## config.mk

```make
export PLATFORM = sky130hd
export DESIGN_NAME = spi_master_flat
export DESIGN_NICKNAME = d
export VERILOG_FILES = /design/src/rtl/spi_pkg.sv /design/src/rtl/spi_master_if.sv /design/src/rtl/spi_sclk_gen.sv /design/src/rtl/spi_master.sv /design/src/flat_wrapper.sv
export SDC_FILE = /design/constraint.sdc
export NUM_CORES = 1
export LEC_CHECK = 0
export CELL_PAD_IN_SITES_DETAIL_PLACEMENT = 0
export CELL_PAD_IN_SITES_GLOBAL_PLACEMENT = 1
export CORE_ASPECT_RATIO = 1.5
export CORE_MARGIN = 2
export CORE_UTILIZATION = 40
export DETAILED_ROUTE_END_ITERATION = 6
export PLACE_DENSITY_LB_ADDON = 0.1
export REMOVE_ABC_BUFFERS = 1
export SLEW_MARGIN = 20
export SYNTH_ARGS = -nofsm -noshare
export SYNTH_HDL_FRONTEND = slang
export SYNTH_SLANG_ARGS = --single-unit
```

## constraint.sdc

```tcl
create_clock -name clk -period 4.1 [get_ports clk]
set_input_delay 0.82 -clock clk [delete_from_list [all_inputs] [get_ports clk]]
set_output_delay 0.82 -clock clk [all_outputs]
set_load 0.03 [all_outputs]
```

## src/rtl/spi_pkg.sv

```systemverilog
`default_nettype none
// +------------------------------------------------------------------+
// | spi_pkg : shared SPI master/slave types, modes and timing helpers |
// | Rev 1.0                                                           |
// +------------------------------------------------------------------+
package spi_pkg;

    typedef enum logic [2:0] {
        ST_IDLE  = 3'd0,
        ST_SETUP = 3'd1,
        ST_XFER  = 3'd2,
        ST_HOLD  = 3'd3,
        ST_GAP   = 3'd4
    } spi_state_t;

    // Mode encoding is {CPOL, CPHA}
    localparam logic [1:0] MODE0 = 2'b00;
    localparam logic [1:0] MODE1 = 2'b01;
    localparam logic [1:0] MODE2 = 2'b10;
    localparam logic [1:0] MODE3 = 2'b11;

    function automatic int clog2(input int value);
        int result;
        result = 0;
        for (int i = 0; i < 31; i++) begin
            if ((1 << i) < value) begin
                result = i + 1;
            end
        end
        return result;
    endfunction

    function automatic int half_cycles(input int clk_hz, input int spi_hz);
        return clk_hz / (2 * spi_hz);
    endfunction

endpackage
`default_nettype wire

```

## src/rtl/spi_master_if.sv

```systemverilog
`default_nettype none
// +------------------------------------------------------------------+
// | spi_master_if : request/response and serial pins of the master    |
// | Rev 1.0                                                           |
// +------------------------------------------------------------------+
interface spi_master_if #(
    parameter int data_width = 8
);
    logic                  start;
    logic [data_width-1:0] tx_data;
    logic                  busy;
    logic                  done;
    logic [data_width-1:0] rx_data;
    logic                  sclk;
    logic                  cs_n;
    logic                  mosi;
    logic                  miso;

    modport master (
        input  start,
        input  tx_data,
        input  miso,
        output busy,
        output done,
        output rx_data,
        output sclk,
        output cs_n,
        output mosi
    );

    modport slave (
        output start,
        output tx_data,
        output miso,
        input  busy,
        input  done,
        input  rx_data,
        input  sclk,
        input  cs_n,
        input  mosi
    );
endinterface
`default_nettype wire

```

## src/rtl/spi_sclk_gen.sv

```systemverilog
`default_nettype none
// +------------------------------------------------------------------+
// | spi_sclk_gen : half-period divider and SCLK edge counter          |
// | Rev 1.0                                                           |
// +------------------------------------------------------------------+
module spi_sclk_gen
    import spi_pkg::*;
#(
    parameter int HALF  = 5,
    parameter int EDGES = 16
) (
    input  wire logic clk,
    input  wire logic rst_n,
    input  wire logic i_clear,
    input  wire logic i_run,
    input  wire logic i_edge_en,
    output logic      o_tick,
    output logic      o_lead_edge,
    output logic      o_trail_edge,
    output logic      o_last_edge
);
    localparam int c_DIV_W  = clog2(HALF);
    localparam int c_EDGE_W = clog2(EDGES + 1);

    logic [c_DIV_W-1:0]  r_div_cnt;
    logic [c_EDGE_W-1:0] r_edge_cnt;
    logic                w_tick;
    logic                w_edge;

    assign w_tick = i_run && (r_div_cnt == c_DIV_W'(HALF - 1));
    assign w_edge = w_tick && i_edge_en && (r_edge_cnt != c_EDGE_W'(EDGES));

    always_ff @(posedge clk or negedge rst_n) begin
        if (!rst_n) begin
            r_div_cnt  <= '0;
            r_edge_cnt <= '0;
        end else if (i_clear) begin
            r_div_cnt  <= '0;
            r_edge_cnt <= '0;
        end else if (i_run) begin
            r_div_cnt <= w_tick ? '0 : r_div_cnt + 1'b1;
            if (w_edge) begin
                r_edge_cnt <= r_edge_cnt + 1'b1;
            end
        end
    end

    // Toggle number is r_edge_cnt+1: odd toggles are leading edges
    assign o_tick       = w_tick;
    assign o_lead_edge  = w_edge && !r_edge_cnt[0];
    assign o_trail_edge = w_edge && r_edge_cnt[0];
    assign o_last_edge  = w_edge && (r_edge_cnt == c_EDGE_W'(EDGES - 1));

endmodule
`default_nettype wire

```

## src/rtl/spi_master.sv

```systemverilog
`default_nettype none
// +------------------------------------------------------------------+
// | spi_master : fixed-width full-duplex MSB-first SPI master         |
// | Rev 1.0                                                           |
// +------------------------------------------------------------------+
module spi_master
    import spi_pkg::*;
#(
    parameter int clk_frequency = 50_000_000,
    parameter int spi_frequency = 5_000_000,
    parameter int data_width    = 8,
    parameter bit CPOL          = 1'b1,
    parameter bit CPHA          = 1'b1
) (
    input  wire logic  clk,
    input  wire logic  rst_n,
    spi_master_if.master bus
);
    localparam int         c_HALF          = half_cycles(clk_frequency, spi_frequency);
    localparam int         c_W             = data_width;
    localparam logic [1:0] c_MODE          = {CPOL, CPHA};
    localparam bit         c_SHIFT_ON_LEAD = (c_MODE == MODE1) || (c_MODE == MODE3);

    if (c_HALF < 2) begin : g_bad_half
        $error("spi_master: clk_frequency/(2*spi_frequency) must be >= 2");
    end
    if (data_width < 2) begin : g_bad_width
        $error("spi_master: data_width must be >= 2");
    end

    spi_state_t       r_state;
    logic [c_W-1:0]   r_tx;
    logic [c_W-1:0]   r_rx;
    logic [c_W-1:0]   r_rx_data;
    logic             r_sclk;
    logic             r_cs_n;
    logic             r_mosi;
    logic             r_busy;
    logic             r_done;

    logic w_accept;
    logic w_tick;
    logic w_lead;
    logic w_trail;
    logic w_last;
    logic w_shift;
    logic w_sample;

    assign w_accept = (r_state == ST_IDLE) && bus.start;

    spi_sclk_gen #(
        .HALF  (c_HALF),
        .EDGES (2 * c_W)
    ) u_sclk_gen (
        .clk          (clk),
        .rst_n        (rst_n),
        .i_clear      (w_accept),
        .i_run        (r_state != ST_IDLE),
        .i_edge_en    ((r_state == ST_SETUP) || (r_state == ST_XFER)),
        .o_tick       (w_tick),
        .o_lead_edge  (w_lead),
        .o_trail_edge (w_trail),
        .o_last_edge  (w_last)
    );

    // With CPHA=0 the MSB is already on mosi, so the final trailing edge has nothing to present
    assign w_shift  = c_SHIFT_ON_LEAD ? w_lead  : (w_trail && !w_last);
    assign w_sample = c_SHIFT_ON_LEAD ? w_trail : w_lead;

    always_ff @(posedge clk or negedge rst_n) begin
        if (!rst_n) begin
            r_state   <= ST_IDLE;
            r_tx      <= '0;
            r_rx      <= '0;
            r_rx_data <= '0;
            r_sclk    <= CPOL;
            r_cs_n    <= 1'b1;
            r_mosi    <= 1'b0;
            r_busy    <= 1'b0;
            r_done    <= 1'b0;
        end else begin
            r_done <= 1'b0;
            if (w_shift) begin
                r_mosi <= c_SHIFT_ON_LEAD ? r_tx[c_W-1] : r_tx[c_W-2];
                r_tx   <= {r_tx[c_W-2:0], 1'b0};
            end
            if (w_sample) begin
                r_rx <= {r_rx[c_W-2:0], bus.miso};
            end
            if (w_lead || w_trail) begin
                r_sclk <= ~r_sclk;
            end
            case (r_state)
                ST_IDLE: begin
                    if (bus.start) begin
                        r_tx    <= bus.tx_data;
                        r_busy  <= 1'b1;
                        r_cs_n  <= 1'b0;
                        r_mosi  <= c_SHIFT_ON_LEAD ? 1'b0 : bus.tx_data[c_W-1];
                        r_state <= ST_SETUP;
                    end
                end
                ST_SETUP: begin
                    if (w_tick) begin
                        r_state <= ST_XFER;
                    end
                end
                ST_XFER: begin
                    if (w_last) begin
                        r_state <= ST_HOLD;
                    end
                end
                ST_HOLD: begin
                    if (w_tick) begin
                        r_cs_n    <= 1'b1;
                        r_mosi    <= 1'b0;
                        r_rx_data <= r_rx;
                        r_done    <= 1'b1;
                        r_state   <= ST_GAP;
                    end
                end
                ST_GAP: begin
                    if (w_tick) begin
                        r_busy  <= 1'b0;
                        r_state <= ST_IDLE;
                    end
                end
                default: r_state <= ST_IDLE;
            endcase
        end
    end

    assign bus.busy    = r_busy;
    assign bus.done    = r_done;
    assign bus.rx_data = r_rx_data;
    assign bus.sclk    = r_sclk;
    assign bus.cs_n    = r_cs_n;
    assign bus.mosi    = r_mosi;

endmodule
`default_nettype wire

```

## src/flat_wrapper.sv

```systemverilog
// flat-port wrapper written by rule: the top's interface ports become plain ports
module spi_master_flat import spi_pkg::*;
#(
    parameter int clk_frequency = 50_000_000,
    parameter int spi_frequency = 5_000_000,
    parameter int data_width    = 8,
    parameter bit CPOL          = 1'b1,
    parameter bit CPHA          = 1'b1
)
  (clk, rst_n, bus_start, bus_tx_data, bus_miso, bus_busy, bus_done, bus_rx_data, bus_sclk, bus_cs_n, bus_mosi);
  spi_master_if #(.data_width(data_width)) bus_i ();
  input  wire logic clk;
  input  wire logic rst_n;
  input wire logic [$bits(bus_i.start)-1:0] bus_start;
  input wire logic [$bits(bus_i.tx_data)-1:0] bus_tx_data;
  input wire logic [$bits(bus_i.miso)-1:0] bus_miso;
  output wire logic [$bits(bus_i.busy)-1:0] bus_busy;
  output wire logic [$bits(bus_i.done)-1:0] bus_done;
  output wire logic [$bits(bus_i.rx_data)-1:0] bus_rx_data;
  output wire logic [$bits(bus_i.sclk)-1:0] bus_sclk;
  output wire logic [$bits(bus_i.cs_n)-1:0] bus_cs_n;
  output wire logic [$bits(bus_i.mosi)-1:0] bus_mosi;
  assign bus_i.start = bus_start;
  assign bus_i.tx_data = bus_tx_data;
  assign bus_i.miso = bus_miso;
  assign bus_busy = bus_i.busy;
  assign bus_done = bus_i.done;
  assign bus_rx_data = bus_i.rx_data;
  assign bus_sclk = bus_i.sclk;
  assign bus_cs_n = bus_i.cs_n;
  assign bus_mosi = bus_i.mosi;
  spi_master #(.clk_frequency(clk_frequency), .spi_frequency(spi_frequency), .data_width(data_width), .CPOL(CPOL), .CPHA(CPHA)) u_core (.clk(clk), .rst_n(rst_n), .bus(bus_i));
endmodule
```

==> results_dict.tcl <==
set metrics [dict create \
    status "finished clean" \
    grt_start_max_net_pins 41 \
    core_um2 4470 \
    fin_cells 230 \
    setup_slack_ns 1.73 \
    first_pass_iters 4 \
    grt_pass1_wl_mm 5.87 \
    die-width_um 59.3 \
    post-dp-hpwl_mm 2.31 \
    worst_slew_pin_slew_ns 0.980 \
    fin_setup_tns_ns 0 \
    clock_latency_ns 0.29 \
    holdCritStartpoint "u_core.bus.rx_data[4]" \
    rsz0062_at_grt "false" \
    syn_to_final_growth_pct 19.9 \
    wire_per_inst_um 14.6 \
    p_clk_frac 0.247 \
    cp_max_fo 13 \
    diodes 0 \
    cts_tree "done" \
    ir_worst_vdd_mv 0.327 \
    period_share 0.579 \
    layout.nets 198 \
    cpPeakStageDelay_ns 0.60 \
    syn_area_um2 1840 \
    p_int_uw 914 \
    clockRootBuffer "clkbuf_8" \
    antenna_found_initial 0 \
    criticalPathCategory "primary input to flip-flop" \
    io_pins 25 \
    drive_above_1_share 0.192 \
    min_to "u_core.bus.rx_data[4]" \
    clock_sinks 40 \
    cts.htree.levels 2 \
    via_per_inst 5.47 \
    critPathArrivalTime_ns 2.54 \
    initial_utilization 0.411 \
    grt-ovfl-total 0 \
    p_switching_uw 453 \
    wl_mm 3.37 \
    synth.distinct_cells 33 \
    yosys_warnings 0 \
    grt_pass1_vias 1302 \
    r2r_end "u_core.bus.rx_data[5]" \
    cts_setup_buffers 0 \
    place_congestion 0.750 \
    start_kind "primary input" \
    die_y_um 87.0 \
    drv_cap 0 \
    syn_area_per_cell_um2 11.8 \
    rows 30 \
    path_clk_slew_ns 0.08 \
    cellLeakagePower_uw 0.00101 \
    cts_made_buffers 5 \
    vias 1257 \
    crit_chain "clkdlybuf4s50_1 -> or4b_4 -> and2_1 -> a221o_1" \
    finClkSkew_ns 0.00529 \
    p_per_area_nw_per_um2 620 \
    synth_cells 156 \
    p_seq_frac 0.441 \
    setup_viol 0 \
    fmax_ghz 0.421 \
    holdWs_ns 0.512 \
    cp-end-kind "flip-flop" \
    slew_violations 0 \
    grt.total_usage 0.149 \
    worstSetupStartpoint "bus_start" \
    reg2regPathDepth 6 \
    cp_slowest_cell "clkdlybuf4s50_1" \
    reg2reg_from "u_core.u_sclk_gen.r_div_cnt[0]" \
    post_cts_resize_count 0 \
    post-place-ws_ns 1.44 \
    worstPathRequired_ns 4.27 \
    synth_seq_area_share 0.546 \
    p_sw_frac 0.331 \
    period_minus_slack_ns 2.37 \
    timing.slew.headroom 0.345 \
    antenna_left 0 \
    holdCritPathClass "flip-flop to flip-flop" \
    reg2reg_setup_slack_ns 1.81 \
    numPortBuffers 24 \
    hold_viol_final 0 \
    p_comb_frac 0.313 \
    dr.first_iter.drc_count 42 \
    cts-hold-fix-buffers 0 \
    drc 0 \
    numPlacedInstances 222 \
    max-clock-path-buffers 2 \
    whs_path_depth 1 \
    ys_ff_latch 40 \
    dieArea_um2 5160 \
]
==> how the worst max path moves through the flow <==
stage	endpoint	depth (start not counted)	slack (ns)
6_report	u_core.r_tx[1]	4	1.73
3_3_place_gp	u_core.r_tx[3]	4	1.47
2_1_floorplan	u_core.r_rx[0]	6	1.75
3_5_place_dp	u_core.r_tx[4]	4	1.44
4_1_cts	u_core.r_tx[4]	4	1.74
5_1_grt	u_core.bus.rx_data[7]	6	1.58
==> layer usage <==
| metal | wire length [um] | GRT usage |
|---|---|---|
| met5 | 0 | 0 |
| met4 | 40 | 0.0517 |
| met3 | 102 | 0.0386 |
| met2 | 1770 | 0.254 |
| met1 | 1460 | 0.177 |
==> synth_stat cells <==
library cell	count	share of area
and4bb_4	1	0.0089
nor4b_2	1	0.0082
and2_1	5	0.017
mux2_2	16	0.098
or3_1	1	0.0034
or4b_4	2	0.015
dfstp_2	2	0.029
nor4_2	1	0.0068
ha_1	5	0.034
nand4_1	1	0.0034
buf_2	3	0.0082
xnor2_1	2	0.0095
a31o_2	1	0.0048
clkbuf_8	2	0.015
buf_6	1	0.0061
o211ai_1	2	0.0082
nand3_1	3	0.0082
o21a_1	1	0.0041
a221o_1	5	0.027
a211oi_1	2	0.0082
nand2_1	22	0.045
clkbuf_1	1	0.0020
inv_1	6	0.012
o21ai_0	3	0.0082
xor2_1	1	0.0048
o31ai_1	3	0.012
nand2b_1	2	0.0068
dfrtp_1	38	0.52
nor2_1	9	0.018
a21oi_1	6	0.016
nor3_1	3	0.0082
mux2i_1	4	0.022
and3_2	1	0.0041
==> kinds of logic (layout without fill, tap and decap cells) <==
| family | count (synthesis) | in the layout | share of synthesized area |
|---|---|---|---|
| and+or+nand+nor | 52 | 52 | 0.153 |
| DFF | 40 | 40 | 0.546 |
| AOI/OAI and AO/OA | 23 | 23 | 0.0892 |
| muxes | 20 | 20 | 0.120 |
| buffers and inverters | 13 | 39 | 0.0436 |
| adders and majority gates | 5 | 5 | 0.0340 |
| xor gates and xnor gates | 3 | 3 | 0.0143 |
==> registers in the layout, indices dropped and copies added (netlist names) <==
name                          count
u_core.r_rx                       8
u_core.bus.mosi                   1
u_core.bus.done                   1
u_core.bus.busy                   1
u_core.u_sclk_gen.r_edge_cnt      5
u_core.bus.sclk                   1
u_core.bus.rx_data                8
u_core.r_tx                       8
u_core.bus.cs_n                   1
u_core.u_sclk_gen.r_div_cnt       3
u_core.r_state                    3
==> worst max-delay path: cells and delay by family <==
kind | cells | cell delay [ns]
buffers and inverters | 1 | 0.60
and+or+nand+nor | 2 | 0.82
AOI/OAI and AO/OA | 1 | 0.29
==> stage by stage <==
stage / total power [uW] / utilization / cell area [um2]
final: 1370 / 0.494 / 2200
after global placement: 1020 / 0.466 / 2080
after floorplan: 894 / - / 1780
after global routing: 1470 / 0.494 / 2200
after CTS: 1390 / 0.494 / 2200
after detailed placement: 1040 / 0.466 / 2080
==> cells in the final DEF, fill, tap and decap left out, types with 3 or more instances in the layout <==
cell and n:
nand3_1 3, o31ai_1 3, mux2i_1 4, clkbuf_8 6, o21ai_0 3, inv_1 6, nand2_1 22, a21oi_1 6
nor3_1 3, nor2_1 9, clkdlybuf4s50_1 23, mux2_2 16, dfrtp_1 38, ha_1 5, and2_1 5, a221o_1 5
==> power by group through the flow <==
stage	Clock (uW)	Combinational (uW)	Sequential, uW
6_report	337	427	603
5_1_grt	366	484	619
4_1_cts	352	432	602
3_5_place_dp	0	430	610
3_3_place_gp	0	417	605
2_1_floorplan	0	257	637
==> layout make-up <==
class | instances | area [um2]
Timing Repair Buffer | 25 | 243
Clock buffer | 6 | 82.6
Multi-Input combinational cell | 103 | 754
Inverter | 6 | 22.5
Tap cell | 48 | 60.1
Clock inverter | 2 | 38.8
Sequential cell | 40 | 1000
Fill cell | 419 | 2260
(Power assumes the default switching activity.)
